$ cat src/rtl/seq_divider.sv
// Iterative unsigned restoring divider, one quotient bit per cycle.
// Trial subtraction goes through the shared external ripple adder.
module seq_divider #(
    parameter int N = 24
) (
    input  logic         clk,
    input  logic         rst_n,
    input  logic         start,
    input  logic [N-1:0] dividend,
    input  logic [N-1:0] divisor,
    output logic         busy,
    output logic         done,
    output logic [N-1:0] quotient,
    output logic [N-1:0] remainder,
    output logic         div_by_zero,
    output logic [N-1:0] add_a,
    output logic [N-1:0] add_b,
    output logic         add_cin,
    input  logic [N-1:0] add_r,
    input  logic         add_c
);
    localparam int CW = $clog2(N);

    typedef enum logic [1:0] {IDLE, RUN, DONE} state_t;

    state_t         state, state_n;
    logic [N-1:0]   rem, q, dvs;
    logic [CW-1:0]  cnt;
    logic [N-1:0]   shifted, rem_n, q_n;
    logic           msb, ok;

    // The bit shifted out of rem means the trial value is >= 2^N, so the
    // subtraction cannot borrow and add_r mod 2^N is already the remainder.
    always_comb begin
        shifted = {rem[N-2:0], q[N-1]};
        msb     = rem[N-1];
        ok      = add_c | msb;
        rem_n   = ok ? add_r : shifted;
        q_n     = {q[N-2:0], ok};
    end

    always_comb begin
        add_a   = '0;
        add_b   = '0;
        add_cin = 1'b0;
        if (state == RUN) begin
            add_a   = shifted;
            add_b   = dvs;
            add_cin = 1'b1;
        end
    end

    always_comb begin
        state_n = state;
        case (state)
            IDLE:    if (start) state_n = (divisor == '0) ? DONE : RUN;
            RUN:     if (cnt == '0) state_n = DONE;
            DONE:    state_n = IDLE;
            default: state_n = IDLE;
        endcase
    end

    assign busy = (state == RUN);
    assign done = (state == DONE);

    always_ff @(posedge clk or negedge rst_n) begin
        if (!rst_n) begin
            state       <= IDLE;
            rem         <= '0;
            q           <= '0;
            dvs         <= '0;
            cnt         <= '0;
            quotient    <= '0;
            remainder   <= '0;
            div_by_zero <= 1'b0;
        end else begin
            state <= state_n;
            case (state)
                IDLE: begin
                    if (start) begin
                        if (divisor == '0) begin
                            quotient    <= '1;
                            remainder   <= dividend;
                            div_by_zero <= 1'b1;
                        end else begin
                            rem         <= '0;
                            q           <= dividend;
                            dvs         <= divisor;
                            cnt         <= CW'(N - 1);
                            div_by_zero <= 1'b0;
                        end
                    end
                end
                RUN: begin
                    rem <= rem_n;
                    q   <= q_n;
                    cnt <= cnt - CW'(1);
                    // Publish on the last iteration so results are valid with done.
                    if (cnt == '0) begin
                        quotient  <= q_n;
                        remainder <= rem_n;
                    end
                end
                default: ;
            endcase
        end
    end
endmodule

$ cat config.mk
export PLATFORM = sky130hd
export DESIGN_NAME = seq_divider
export DESIGN_NICKNAME = d
export VERILOG_FILES = /design/src/rtl/seq_divider.sv
export SDC_FILE = /design/constraint.sdc
export NUM_CORES = 1
export LEC_CHECK = 0
export ABC_AREA = 1
export BUFFER_PORTS_ARGS = -buffer_cell sky130_fd_sc_hd__buf_2
export CAP_MARGIN = 30
export CORE_ASPECT_RATIO = 0.5
export CORE_MARGIN = 5
export CORE_UTILIZATION = 40
export CTS_CLUSTER_DIAMETER = 200
export DETAILED_ROUTE_END_ITERATION = 10
export PLACE_DENSITY = 0.59
export REMOVE_ABC_BUFFERS = 1
export SLEW_MARGIN = 0
export SYNTH_ARGS = -nofsm -noshare
export SYNTH_HDL_FRONTEND = slang
export SYNTH_SLANG_ARGS = --single-unit
$ cat constraint.sdc
create_clock -name clk -period 2.7 [get_ports clk]
set_input_delay 0.54 -clock clk [delete_from_list [all_inputs] [get_ports clk]]
set_output_delay 0.54 -clock clk [all_outputs]
set_load 0.02 [all_outputs]
# Yosys cells after proc, flatten, opt, wreduce, memory -nomap -nowiden
# Cells that the tools add are included.
[word_totals]
memories = 0
in_bits = 76
reg_bits = 128
rom_bits = 0
mem_bits_rw = 0
latchBits = 0
[classes]
addsub = 1
n_div = 0
order_cmp = 0
mux = 26
n_shift = 0
eq_ne = 6
reduce_logical = 9
n_mul = 0
n_bitwise = 2
[op_table]
columns = ["cell", "count"]
rows = [
  ["two-way mux 24 bit", 13],
  ["case mux 24 bit (2 select lines)", 4],
  ["zero test 24 bit", 1],
  ["two-way mux 5 bit", 2],
  ["case mux 5 bit (2 select lines)", 1],
  ["two-way mux 2 bit", 3],
  ["!= test 2 bit, second input constant", 3],
  ["AND reduction 3 bit", 2],
  ["zero test 5 bit", 1],
  ["subtractor 5 x 1 -> 5 bit, second input constant", 1],
  ["case mux 2 bit (2 select lines)", 1],
  ["AND reduction 2 bit", 2],
  ["AND reduction 4 bit", 1],
  ["== test 2 x 1 -> 1 bit, second input constant", 1],
  ["== test 2 bit, second input constant", 1],
  ["zero test 2 bit", 1],
  ["two-way mux 1 bit", 2],
  ["!= test 2 x 1 -> 1 bit, second input constant", 1],
  ["nonzero test 2 bit", 1],
  ["NOT 1 bit", 1],
  ["bitwise OR 1 bit", 1],
]

# Logic depth before layout (Yosys ltp)
# Gate-level depths: netlist of the first run.
[depth]
word_depth = 4
mapped_depth = 11
depth_no_buf = 9

# Worst setup path before layout of the first run
# No wires, ideal clock.
[synth_timing]
path_type = "reg2out"
start = "reg state[1]"
end = "out add_a[23]"
stages_incl_launch_ff = 6
setup_slack_ns = 0.923
required_ns = 2.160
t_arrival_ns = 1.237
path_cell_list = "dfrtp_1 inv_2 nand2_1 buf_2 clkbuf_1 nor2_1"
[synth_via]
elab_chain_len = 2
[synth_rtl]
columns = ["item", "line", "text"]
rows = [
  ["start, declared", "26", "state_t state, state_n;"],
  ["start signal, assigned", "77", "state <= state_n;"],
  ["== test 2 x 1 -> 1 bit", "46", "if (state == RUN) begin"],
  ["two-way mux 24 bit", "46", ""],
  ["end, declared", "16", "output logic [N-1:0] add_a,"],
]
# Every way passes these cells.

# Worst setup path in the final report of the first run
[layout_timing]
start = "reg state[1]"
end = "out add_b[20]"
[layout_via]
elab_chain_len = 2
[layout_rtl]
columns = ["item", "line", "text"]
rows = [
  ["== test 2 x 1 -> 1 bit", "46", ""],
  ["two-way mux 24 bit", "46", ""],
  ["end, declared", "17", "output logic [N-1:0] add_b,"],
]
# Every way passes these cells.

==> run summary, run 1 <==
The number of warnings reported in the yosys synthesis log came out at 0. Pin count of the biggest net entering global routing: 65. In this run the tool buffered the top-level ports with 175 buffer cells. CTS placed an instance of clkbuf_16 at the clock tree root.

Power spread over the standard cell area amounts to 1355 nW/um2. The time the final worst path needs with I/O delays and setup came out at 2.390 ns. The worst setup path is of the register to primary output kind. Before antenna repair, the detailed router went through 5 iterations. The compound-cell area share of the yosys netlist works out to 7.220%. The flow ran to the end, and the final reports show no timing, DRC or antenna violations. The simple-gate portion of the synthesized area was 33.47%.

The post-synthesis average cell area was 7.444 um2; the remaining design rule violation count was 0. Number of resized instances in the post-cts repair step: 0. Post-placement cell area: 7707 um2. The worst-margin pin slew is 0.6420 ns, and the flip-flop and latch count after synthesis is 128. Excluding fillers, the count of instances in the completed layout stands at 1282. The run gives 6140 as the via count of the first global-routing pass. The run gives 0.01132 W as the total power.

Counting distinct cell types in the post-synthesis netlist gives 25. TritonCTS built the clock tree. In the final routed layout, each cell accounts on average for 14.57 um. 0 antenna diodes ended up in the layout.

After detailed placement, the design holds a cell count of 1251. The core region is 16270 um2. In the final layout, flip-flops and latches occupy 3203 um2. At the worst endpoint, the required time is 2.16 ns.

Clock-pin slew was measured on the worst setup and hold paths at 0.06 ns. Summing all non-filler instances in the final layout gives an area of 8358 um2. In this run the count of I/O pins placed on the die edge is 176. The initial utilization of the core area, before any placement, comes to 40.59%.

Headroom to the max-slew limit came out at 57.20%. In the final layout, the multi-input gates occupy 2723 um2. The wire length reported by the detailed router is 18680 um. In the final layout, the share of cells above drive strength 1 is 22.94%.

Clock tree synthesis inserted a total of 17 buffers. By area, the combinational part of the netlist is dominated by simple AND/OR/NAND/NOR gates. After synthesis, the cell types taking the most area are dfrtp_1 49%, nand2_1 18%, nand3_1 7.9%, inv_1 5.8%, nor2_1 3.7%.

The tools report the timing startpoint of the critical path as state[1]. Destination of the critical timing path: add_b[20]. The count of cells along the worst register-to-register path was 10; the worst supply voltage drop on vdd was 603.1 uV.

After filler insertion, the fill cell instance count of the layout stands at 1639. The count of nets left with antenna violations once routing finished came out at 0. The worst register-to-register path begins at cnt[0].

The number of endpoints failing setup at the final stage is 0, and the post-layout net count is 1120. The reg-to-reg setup timing slack was 0.72 ns; the total standard cell area after synthesis was 6603 um2. Share of Yosys cell area claimed by the top area cell type: 48.51%.

The clock reaches the later pin of the worst-skew pair after 0.41 ns. The H-tree depth reported by CTS came out at 4. The floorplan has 33 rows. Static timing analysis puts the maximum clock frequency at 418.4 MHz.

The x dimension of the die is 191.7 um, and the number of buffers inserted by post-CTS setup repair is 0. The run gives 12490 um as the post-detailed-placement half-perimeter wirelength. Of the total synthesized cell area, the portion taken by full adders, half adders and majority gates is 0.1895%. Synthesis produced 887 cells. Across the run, the number of max-cap violations was 0. Once layout is complete, the utilization of the core stands at 51.38%. The tools report the global-route wire length before repair as 30560 um.

For the final database, setup skew stands at 0.009722 ns. In the routed layout, each cell is associated on average with a via count of 4.892. The tools report the sequential area share after synthesis as 48.51%. Along the worst path, the maximum fanout reaches 35.

The tools report the static leakage as 4.663 nW. STA classifies the critical path startpoint as a register. The count of pins over their slew limit was 0; the number of violations reported at the end of detailed-routing iteration 0 was 361.

Routability-driven placement finished with a final weighted congestion of 0.8290. Measured along the y axis, the die boundary spans 100.8 um. The run gives 2 as the clock tree buffer depth. The class of the tightest hold or removal check was input port to async pin. Summed over all layers, the global routing overflow is 0.

Summed over all instances, the cell type with the most area after synthesis is dfrtp_1. For the worst path setup slack after routing, the log shows 0.3097 ns. The final hold violation count is 0.

STA classifies the critical path endpoint as a primary output. The synthesized netlist devotes 0.1327% of its cell area to XOR and XNOR gates. The worst register-to-register path ends at quotient[6]. After layout, the worst path uses 88.53% of the clock period.

The final route contains 6272 vias. The arrival time reported for the critical path endpoint was 1.85 ns; the count of hold buffers inserted by post-cts repair was 0. Prior to clock tree synthesis, the placed netlist has a worst setup slack of 0.4947 ns.

For this design, the sink count on the clock tree is 128. From synthesis to final layout, the design area changed by 26.59%. In the global route stage, overall resource usage came out at 19.50%. The initial antenna violation count came out at 2.

Setup repair after global routing left no endpoint under its margin. Of the post-synthesis cell area, the part taken by muxes is 0%. For the area of the die, the log shows 19330 um2.
-- worst min-delay path by stage --
stage                  start            end  slack (ns)  depth (start not counted)
2_1_floorplan          rst_n         cnt[0]        0.24                          0
3_3_place_gp   remainder[20]  remainder[20]        0.45                          2
3_5_place_dp    quotient[20]   quotient[20]        0.45                          2
4_1_cts                rst_n   remainder[1]        0.16                          1
5_1_grt                rst_n   remainder[1]        0.19                          1
6_report               rst_n   remainder[1]        0.13                          1
-- area by class of cell --
| cell class | count | share of cell area (%) |
|---|---|---|
| inverter | 104 | 4.671 |
| sequential | 128 | 38.32 |
| clock buffer | 18 | 5.254 |
| tap | 227 | 3.398 |
| clock inverter | 13 | 2.530 |
| timing repair buffer | 195 | 13.25 |
| multi-input combinational | 597 | 32.57 |
-- power breakdown --
part / total [W] / leakage, nW / switching [W] / internal [W]
Combinational: 0.00541 / 2.77 / 0.00365 / 0.00175
Sequential: 0.00336 / 1.59 / 0.000534 / 0.00283
Clock: 0.00256 / 0.305 / 0.000893 / 0.00166
Total: 0.0113 / 4.66 / 0.00508 / 0.00624
-- sequential cells by signal (all words and copies together), names as in the netlist --
signal and count:
cnt 5, q 24, state 2, div_by_zero 1
quotient 24, remainder 24, rem 24, dvs 24
-- stage by stage --
stage          setup TNS [ns]  hold WS (ns)
6_report                    0        0.1344
5_1_grt                     0        0.1853
4_1_cts                     0        0.1589
3_5_place_dp                0        0.4538
3_3_place_gp                0        0.4509
2_1_floorplan         -149.46        0.2444
-- cell families (layout without fill, tap and decap cells) --
family	Yosys count	after routing
and+or+nand+nor	523	523
buffers and inverters	162	330
DFF	128	128
AOI/OAI and AO/OA	72	72
adders and majority gates	1	1
xor gates and xnor gates	1	1
-- metal layers --
metal	part of all wire (%)	vias up	GRT usage, %	routed length [um]
li1	-	3099	-	-
met1	48	2982	27.95	8960
met2	45	172	30.35	8501
met3	5.8	15	4.394	1092
met4	0.58	4	4.578	108
met5	0.11	-	0	21
-- critical path: stages (launching register included) --
cell,delay (ns)
dfrtp_1,0.44
inv_2,0.10
nand2_4,0.27
buf_4,0.31
nor2_1,0.13
buf_2,0.18
-- cell usage after synthesis --
master	number
nor2_4	1
buf_2	28
nand2_2	4
nand4_1	24
a31oi_1	1
xnor2_1	1
dfrtp_1	128
o211ai_1	23
a21oi_1	2
nand3_4	1
nand3b_1	2
nor2_2	6
nand2_1	315
clkbuf_1	18
o21a_1	23
buf_1	2
o21ai_0	23
and2_0	1
inv_1	102
buf_6	3
inv_2	2
ha_1	1
nand3_1	104
buf_4	7
nor2_1	65
-- cells in the final DEF (no fill, tap or decap), drive strengths merged, types with 2 or more instances in the layout --
cell	instances
a21oi	2
buf	195
bufinv	5
clkbuf	18
clkinv	3
clkinvlp	4
dfrtp	128
inv	105
nand2	319
nand3	105
nand3b	2
nand4	24
nor2	72
o211ai	23
o21a	23
o21ai	23
No activity file was read; power rests on OpenSTA's default activity.
==> inputs of run 2 (changes only) <==
- CORE_ASPECT_RATIO: 0.5 -> not set
==> run 2 against run 1 <==
Compared with the run above: cell area fell by 0.99%; register-to-register slack improved by 0.07 ns; core utilization fell by 0.94 points; maximum frequency rose by 4.6%; count of clock-buffer cells in the layout rose by 3; clock power fell by 13%; non-clock buffer count rose by 2; sequential power barely moved; via count fell by 2.2%; worst setup slack improved by 0.11 ns; first-iteration DRC count rose by 16%; die area fell by 0.81%; critical path type unchanged.
==> run summary, run 2 (same netlist as run 1, synthesis figures left out) <==
The logs give 0.42 ns (about the same) for the later-pin clock latency in the skew report and 18410 um (-1.5%) for the wire length reported by the detailed router. The origin of the critical flop-to-flop path was state[0]. The worst supply voltage drop on vdd is 691.3 uV (+15%).

The slowest cell on the critical path is dfrtp_1. The share of total power in sequential cells is 30.7% (+1.0 points). In this run the clock root is driven by a clkbuf_16. The tools report the worst path setup slack after routing as 0.4151 ns (+0.1054 ns). The tools report the kind of launch point of the worst setup path as a register.

TritonCTS built the clock tree. Number of violations reported at the end of detailed-routing iteration 0: 418 (+16%). The clock-pin slew reported for the worst setup and hold paths after clock tree synthesis is 0.06 ns (about the same). The number of resized instances in the post-cts repair step came out at 0 (unchanged). The number of I/O pins is 176 (unchanged), and the cell row count is 47 (+42%). The power density over the cells came out at 1330 nW/um2 (-1.8%). The detail-routed via count per cell came out at 4.802 (-1.8%). The share of layout cells above drive strength 1 was 22.97% (+0.029 points); the detailed-router iteration count before antenna repair was 5 (unchanged).

The tools report the remaining design rule violation count as 0 (unchanged). The die boundary height came out at 138.5 um (+37%). The critical path is of the register to primary output type. The endpoint identified for the worst register-to-register timing path is dvs[21]. For the final antenna-violating net count, the log shows 0 (unchanged). X dimension of the die: 138.5 um (-28%). The critical path required time came out at 2.16 ns (about the same).

The clock tree buffer depth was 2 (unchanged). Setup repair after global routing left no endpoint under its margin. Max-cap check violation count: 0 (unchanged). The share of the cycle needed by the critical path after routing is 84.63% (-3.9 points).

The final setup TNS is 0 ns (unchanged). The TritonCTS buffer count was 17 (unchanged); the final hold violation count was 0 (unchanged). For the highest clock rate, the log shows 437.6 MHz (+4.6%). The run gives 0 (unchanged) as the remaining global-route overflow. For the number of buffers inserted by post-CTS setup repair, the log shows 0 (unchanged).

The logs give 61.12% (+3.9 points) for the relative slew slack and 6144 (+0.065%) for the via count of the first global-routing pass. The H-tree depth reported by CTS was 4 (unchanged). The critical path goes through inv_2 -> nand2_4 -> buf_4 -> nor2_1 -> buf_2. The CTS sink count was 128 (unchanged); the delay contributed by the slowest stage of the critical path was 0.45 ns (about the same). For the share of power burned in combinational logic, the log shows 49.0% (+1.2 points). The worst slack at placement is 0.5187 ns (+0.02399 ns). The design area was 8275 um2 (-0.99%); the worst-path maximum fanout was 20 (-43%). Count of cells along the worst register-to-register path: 5 (-5).

The starting density of the core was 40.24% (-0.34 points); the count of pins over their slew limit was 0 (unchanged). Time the final worst path needs with I/O delays and setup: 2.285 ns (-0.1054 ns). The logs give 0.79 ns (+0.07 ns) for the reg-to-reg setup timing slack and 0.005975 W (-4.3%) for the internal power.

Quantity of I/O buffers inserted on ports: 175 (unchanged). The post-detailed-placement half-perimeter wirelength was 12210 um (-2.2%). The post-placement cell area is 7701 um2 (about the same), and the weighted congestion reported at the end of routability-driven placement is 0.8170 (-1.4%). The number of antenna cells inserted is 0 (unchanged), and the number of fill cells is 1651 (+0.73%). The net switching fraction of the power was 45.71% (+0.83 points). Broken down by cell family, the worst path's largest delay share belongs to buffers and inverters. The worst hold path belongs to the class input port to async pin. The area of the die came out at 19180 um2 (-0.81%). The worst-margin pin slew works out to 0.5812 ns (-0.06080 ns). Area of the core: 16410 um2 (+0.85%). Most common cell after layout, fill and taps aside: nand2_1. From synthesis to final layout, the design area changed by 25.34%. The logs give 4.643 nW (-0.42%) for the static leakage and 58 (-11%) for the pin count of the biggest net entering global routing.

The initial antenna violation count is 0 (-2). The critical path buffer and inverter count came out at 3 (unchanged). The library cells used most frequently in the layout, excluding fill and tap cells, are 313 x nand2_1, 174 x buf_2, 128 x dfrtp_1. The detailed-route wire length per cell was 14.41 um (-1.1%). The tools report the clock network power share as 20.2% (-2.4 points).

The flow ran to the end, and the final reports show no timing, DRC or antenna violations. The tools report the number of endpoints failing setup at the final stage as 0 (unchanged). The worst setup path is captured at a primary output. The tools report the number of vias after detailed routing as 6137 (-2.2%). The logs give 0 (unchanged) for the count of hold buffers inserted by post-cts repair and 31630 um (+3.5%) for the global-route wire length before repair. The logs give 0.01260 ns (+0.002879 ns) for the clock tree skew after final layout and 1.74 ns (-0.11 ns) for the arrival time reported for the critical path endpoint. Total track usage: 20.09% (+0.59 points). The post-layout net count is 1122 (+0.18%). Switching component of the power: 0.005030 W (-1.0%).
## run 2: cell types whose count changed in the layout (fill, tap and decap cells not counted), sizes merged
cell,delta
clkinv,+4
bufinv,-3
clkbuf,+3
buf,+2
clkinvlp,-2
inv,-1
## run 2: through the flow
| stage | utilization (%) | hold WS [ns] | instances | power [W] |
|---|---|---|---|---|
| after CTS | 50.44 | 0.09676 | 1278 | 0.01115 |
| final | 50.44 | 0.08644 | 1278 | 0.01100 |
| after detailed placement | 46.94 | 0.4541 | 1246 | 0.008885 |
| after floorplan | - | 0.2444 | 829 | 0.006924 |
| after global routing | 50.44 | 0.1211 | 1278 | 0.01199 |
| after global placement | 46.94 | 0.4501 | 1246 | 0.008818 |
## run 2: area by class of cell
cell class / count / area, um2 / share of cell area, %
tap: 220 / 275.3 / 3.326
clock buffer: 21 / 460.4 / 5.564
multi-input combinational: 597 / 2723 / 32.90
timing repair buffer: 197 / 1110 / 13.41
inverter: 104 / 390.4 / 4.717
sequential: 128 / 3203 / 38.71
clock inverter: 11 / 113.9 / 1.376
## run 2: layer usage
layer	global-route usage, %	vias to the layer above	share of wire [%]
li1	-	3104	-
met1	27.20	2830	45
met2	32.58	189	48
met3	4.696	14	5.9
met4	5.460	0	0.86
met5	0	-	0
## run 2: worst max path at each step
stage,from,to,slack [ns],cells past startpoint
final,state[1],add_b[17],0.42,5
after global routing,state[1],add_b[17],0.28,5
after CTS,state[1],add_b[17],0.38,5
after detailed placement,divisor[13],q[20],0.52,9
after global placement,divisor[13],q[11],0.56,9
after floorplan,state[1],remainder[0],-1.29,8
## run 2: power by group through the flow
stage          Clock, W  Sequential, W  Combinational (W)
6_report        0.00223        0.00338            0.00539
5_1_grt         0.00238        0.00350            0.00611
4_1_cts         0.00227        0.00338            0.00550
3_5_place_dp          0        0.00340            0.00549
3_3_place_gp          0        0.00340            0.00541
2_1_floorplan         0        0.00377            0.00316
==> inputs of run 3 (changes only) <==
- PLACE_DENSITY: 0.59 -> 0.62
- clock period: 2.7 -> 2 ns (I/O delays scaled with it)
==> run 3 against run 2 <==
Compared with the run above: count of clock-buffer cells in the layout down 4; cell area up 3.9%; sequential share of layout area down 1.4 points; die area unchanged; clock skew down 0.0029 ns; first-iteration DRC count down 5.3%; power up 43%; combinational power up 47%; via count up 2.0%; final cell count up 0.55%.
==> run summary, run 3 (same netlist as run 1, synthesis figures left out) <==
The run finished with clean final reports. Timing would allow up to 507.8 MHz. H-tree depth reported by CTS: 4 (unchanged). Share of layout cells above drive strength 1: 24.41% (+1.4 points). By startpoint and endpoint, the worst setup path is classified as register to primary output. The logs give 12180 um (-0.22%) for the post-detailed-placement half-perimeter wirelength and 1.60 ns (-0.56 ns) for the critical path required time. The later-pin clock latency in the skew report is 0.42 ns (about the same). The area of the die came out at 19180 um2 (unchanged). The tools report the number of vias after detailed routing as 6258 (+2.0%). The final hold violation count is 0 (unchanged), and the time the final worst path needs with I/O delays and setup is 1.969 ns. The via count of the first global-routing pass was 6159 (+0.24%); the max-cap check violation count was 0 (unchanged). Total track usage: 20.21% (+0.12 points). Number of fill cells: 1613 (-2.3%). The detailed-router iteration count before antenna repair is 7 (+2). The worst hold path belongs to the class input port to register. The CTS sink count was 128 (unchanged); the cell row count was 47 (unchanged).

The logs give 1356 um (+24%) for the met3 layer wire length in the routed design and 396 (-5.3%) for the number of violations reported at the end of detailed-routing iteration 0. The clock-pin slew reported for the worst setup and hold paths after clock tree synthesis works out to 0.06 ns (about the same). The global-route wire length before repair is 31910 um (+0.87%). Walking the worst path, the cells encountered are inv_2 -> nand2_4 -> clkbuf_16 -> nor2_1 -> buf_4.

The clock tree skew after final layout was 0.009737 ns (-0.002864 ns). The power density over the cells was 1827 nW/um2 (+37%); the synthesis-to-layout area growth was 30.17%. The static leakage was 4.732 nW (+1.9%); the remaining design rule violation count was 0 (unchanged). The delay contributed by the slowest stage of the critical path came out at 0.44 ns (about the same).

The number of antenna cells inserted was 0 (unchanged); the relative slew slack was 67.82% (+6.7 points). For the weighted congestion reported at the end of routability-driven placement, the log shows 0.7817 (-4.3%). The worst path uses 98.47% of the clock period. Core utilization of the finished layout: 52.38% (+1.9 points).

Among all stages on the critical path, the largest delay is contributed by dfrtp_2. The number of endpoints failing setup at the final stage was 0 (unchanged); the arrival time reported for the critical path endpoint was 1.57 ns (-0.17 ns). The tools report the TritonCTS buffer count as 17 (unchanged). The run gives 19290 um (+4.7%) as the wire length reported by the detailed router. The tools report the starting density of the core as 40.24% (unchanged). Setup repair after global routing could not meet its margin everywhere.

The worst supply voltage drop on vdd came out at 825.8 uV (+19%). The detailed route wirelength on metal2 was 8838 um (-0.35%); the quantity of I/O buffers inserted on ports was 175 (unchanged). The clock root buffer is clkbuf_16.

Wire length on met1: 8800 um (+6.1%). The final antenna-violating net count was 0 (unchanged). The most common cell after layout, fill and taps aside is nand2_1. The initial antenna violation count is 0 (unchanged). STA classifies the critical path endpoint as a primary output. The run gives 16410 um2 (unchanged) as the area of the core.

The remaining global-route overflow came out at 0 (unchanged). The number of I/O pins was 176 (unchanged). The detailed-route wire length per cell is 15.01 um (+4.2%), and the post-layout net count is 1129 (+0.62%). TritonCTS built the clock tree. The run gives 2 (unchanged) as the clock tree buffer depth.

The library cells used most frequently in the layout, excluding fill and tap cells, are 313 x nand2_1, 137 x buf_2, 127 x dfrtp_1. The highest metal layer carrying signal wires in the routed design is met4. The worst setup path is launched from a register. The count of pins over their slew limit is 0 (unchanged), and the x dimension of the die is 138.5 um (unchanged).

The die boundary height works out to 138.5 um (unchanged). The worst path setup slack after routing was 0.03053 ns (-0.3845 ns); the worst-margin pin slew was 0.4827 ns (-0.09849 ns). Detail-routed via count per cell: 4.870 (+1.4%). Pin count of the biggest net entering global routing: 50 (-14%). The worst-path maximum fanout is 20 (unchanged), and the worst slack at placement is 0.2970 ns (-0.2217 ns).
[run 3: changes by cell type in the layout (fill, tap and decap cells not counted), moves of 2 or more]
| cell | delta |
|---|---|
| buf_4 | +36 |
| clkinv_2 | -5 |
| inv_6 | +2 |
| clkinvlp_4 | +2 |
| buf_12 | +4 |
| clkbuf_8 | -2 |
| nor2_1 | -8 |
| nor2_2 | +8 |
| clkbuf_1 | -2 |
| clkinv_4 | +4 |
| buf_2 | -37 |
[run 3: worst max-delay path, delay by kind of cell (launching register included)]
| kind | cells | cell delay (ns) |
|---|---|---|
| buffers and inverters | 3 | 0.48 |
| DFF | 1 | 0.44 |
| and+or+nand+nor | 2 | 0.23 |
[run 3: final cells by class]
cell class	count	area (um2)	share of cell area [%]
clock buffer	17	425.4	4.950
clock inverter	15	186.4	2.169
inverter	104	390.4	4.542
tap	220	275.3	3.203
timing repair buffer	204	1370	15.94
sequential	128	3204	37.28
multi-input combinational	597	2743	31.91
[run 3: timing repair]
item,CTS,global route
resized for setup,4,43
gates cloned,1,1
setup endpoints to repair,32,39
hold buffers,1,0
hold endpoints to repair,44,0
setup buffers,0,0
pin swaps,0,0
[run 3: layer usage]
| metal | global-route usage, % | up-vias |
|---|---|---|
| met5 | 0 | - |
| met4 | 5.720 | 0 |
| met3 | 5.110 | 22 |
| met2 | 32.19 | 206 |
| met1 | 27.49 | 2897 |
| li1 | - | 3133 |
[run 3: worst paths after layout]
kind / startpoint / slack [ns] / to / cells after the start
min: divisor[14] / 0.24 / dvs[14] / 3
min in group asynchronous: rst_n / 0.49 / remainder[19] / 2
min reg2reg: remainder[19] / 0.46 / remainder[19] / 2
max reg2reg: cnt[0] / 0.27 / quotient[16] / 9
max: state[1] / 0.03 / add_b[12] / 5
max in group asynchronous: rst_n / 0.92 / remainder[10] / 3
[run 3: power by group]
group,leakage [nW],internal [W],switching (W)
Clock,0.286,0.00197,0.00124
Sequential,1.59,0.00382,0.000744
Combinational,2.86,0.00279,0.00514
Total,4.73,0.00858,0.00712
[run 3: per-stage QoR]
stage          area (um2)  setup TNS, ns  hold WS (ns)  instances  power, W
2_1_floorplan        6301        -247.74        0.1044        829  0.009000
3_3_place_gp         7794              0        0.3822       1250   0.01204
3_5_place_dp         7794              0        0.3819       1250   0.01214
4_1_cts              8462              0        0.2260       1284   0.01557
5_1_grt              8594        -0.2813        0.2416       1285   0.01696
6_report             8594              0        0.2435       1285   0.01571
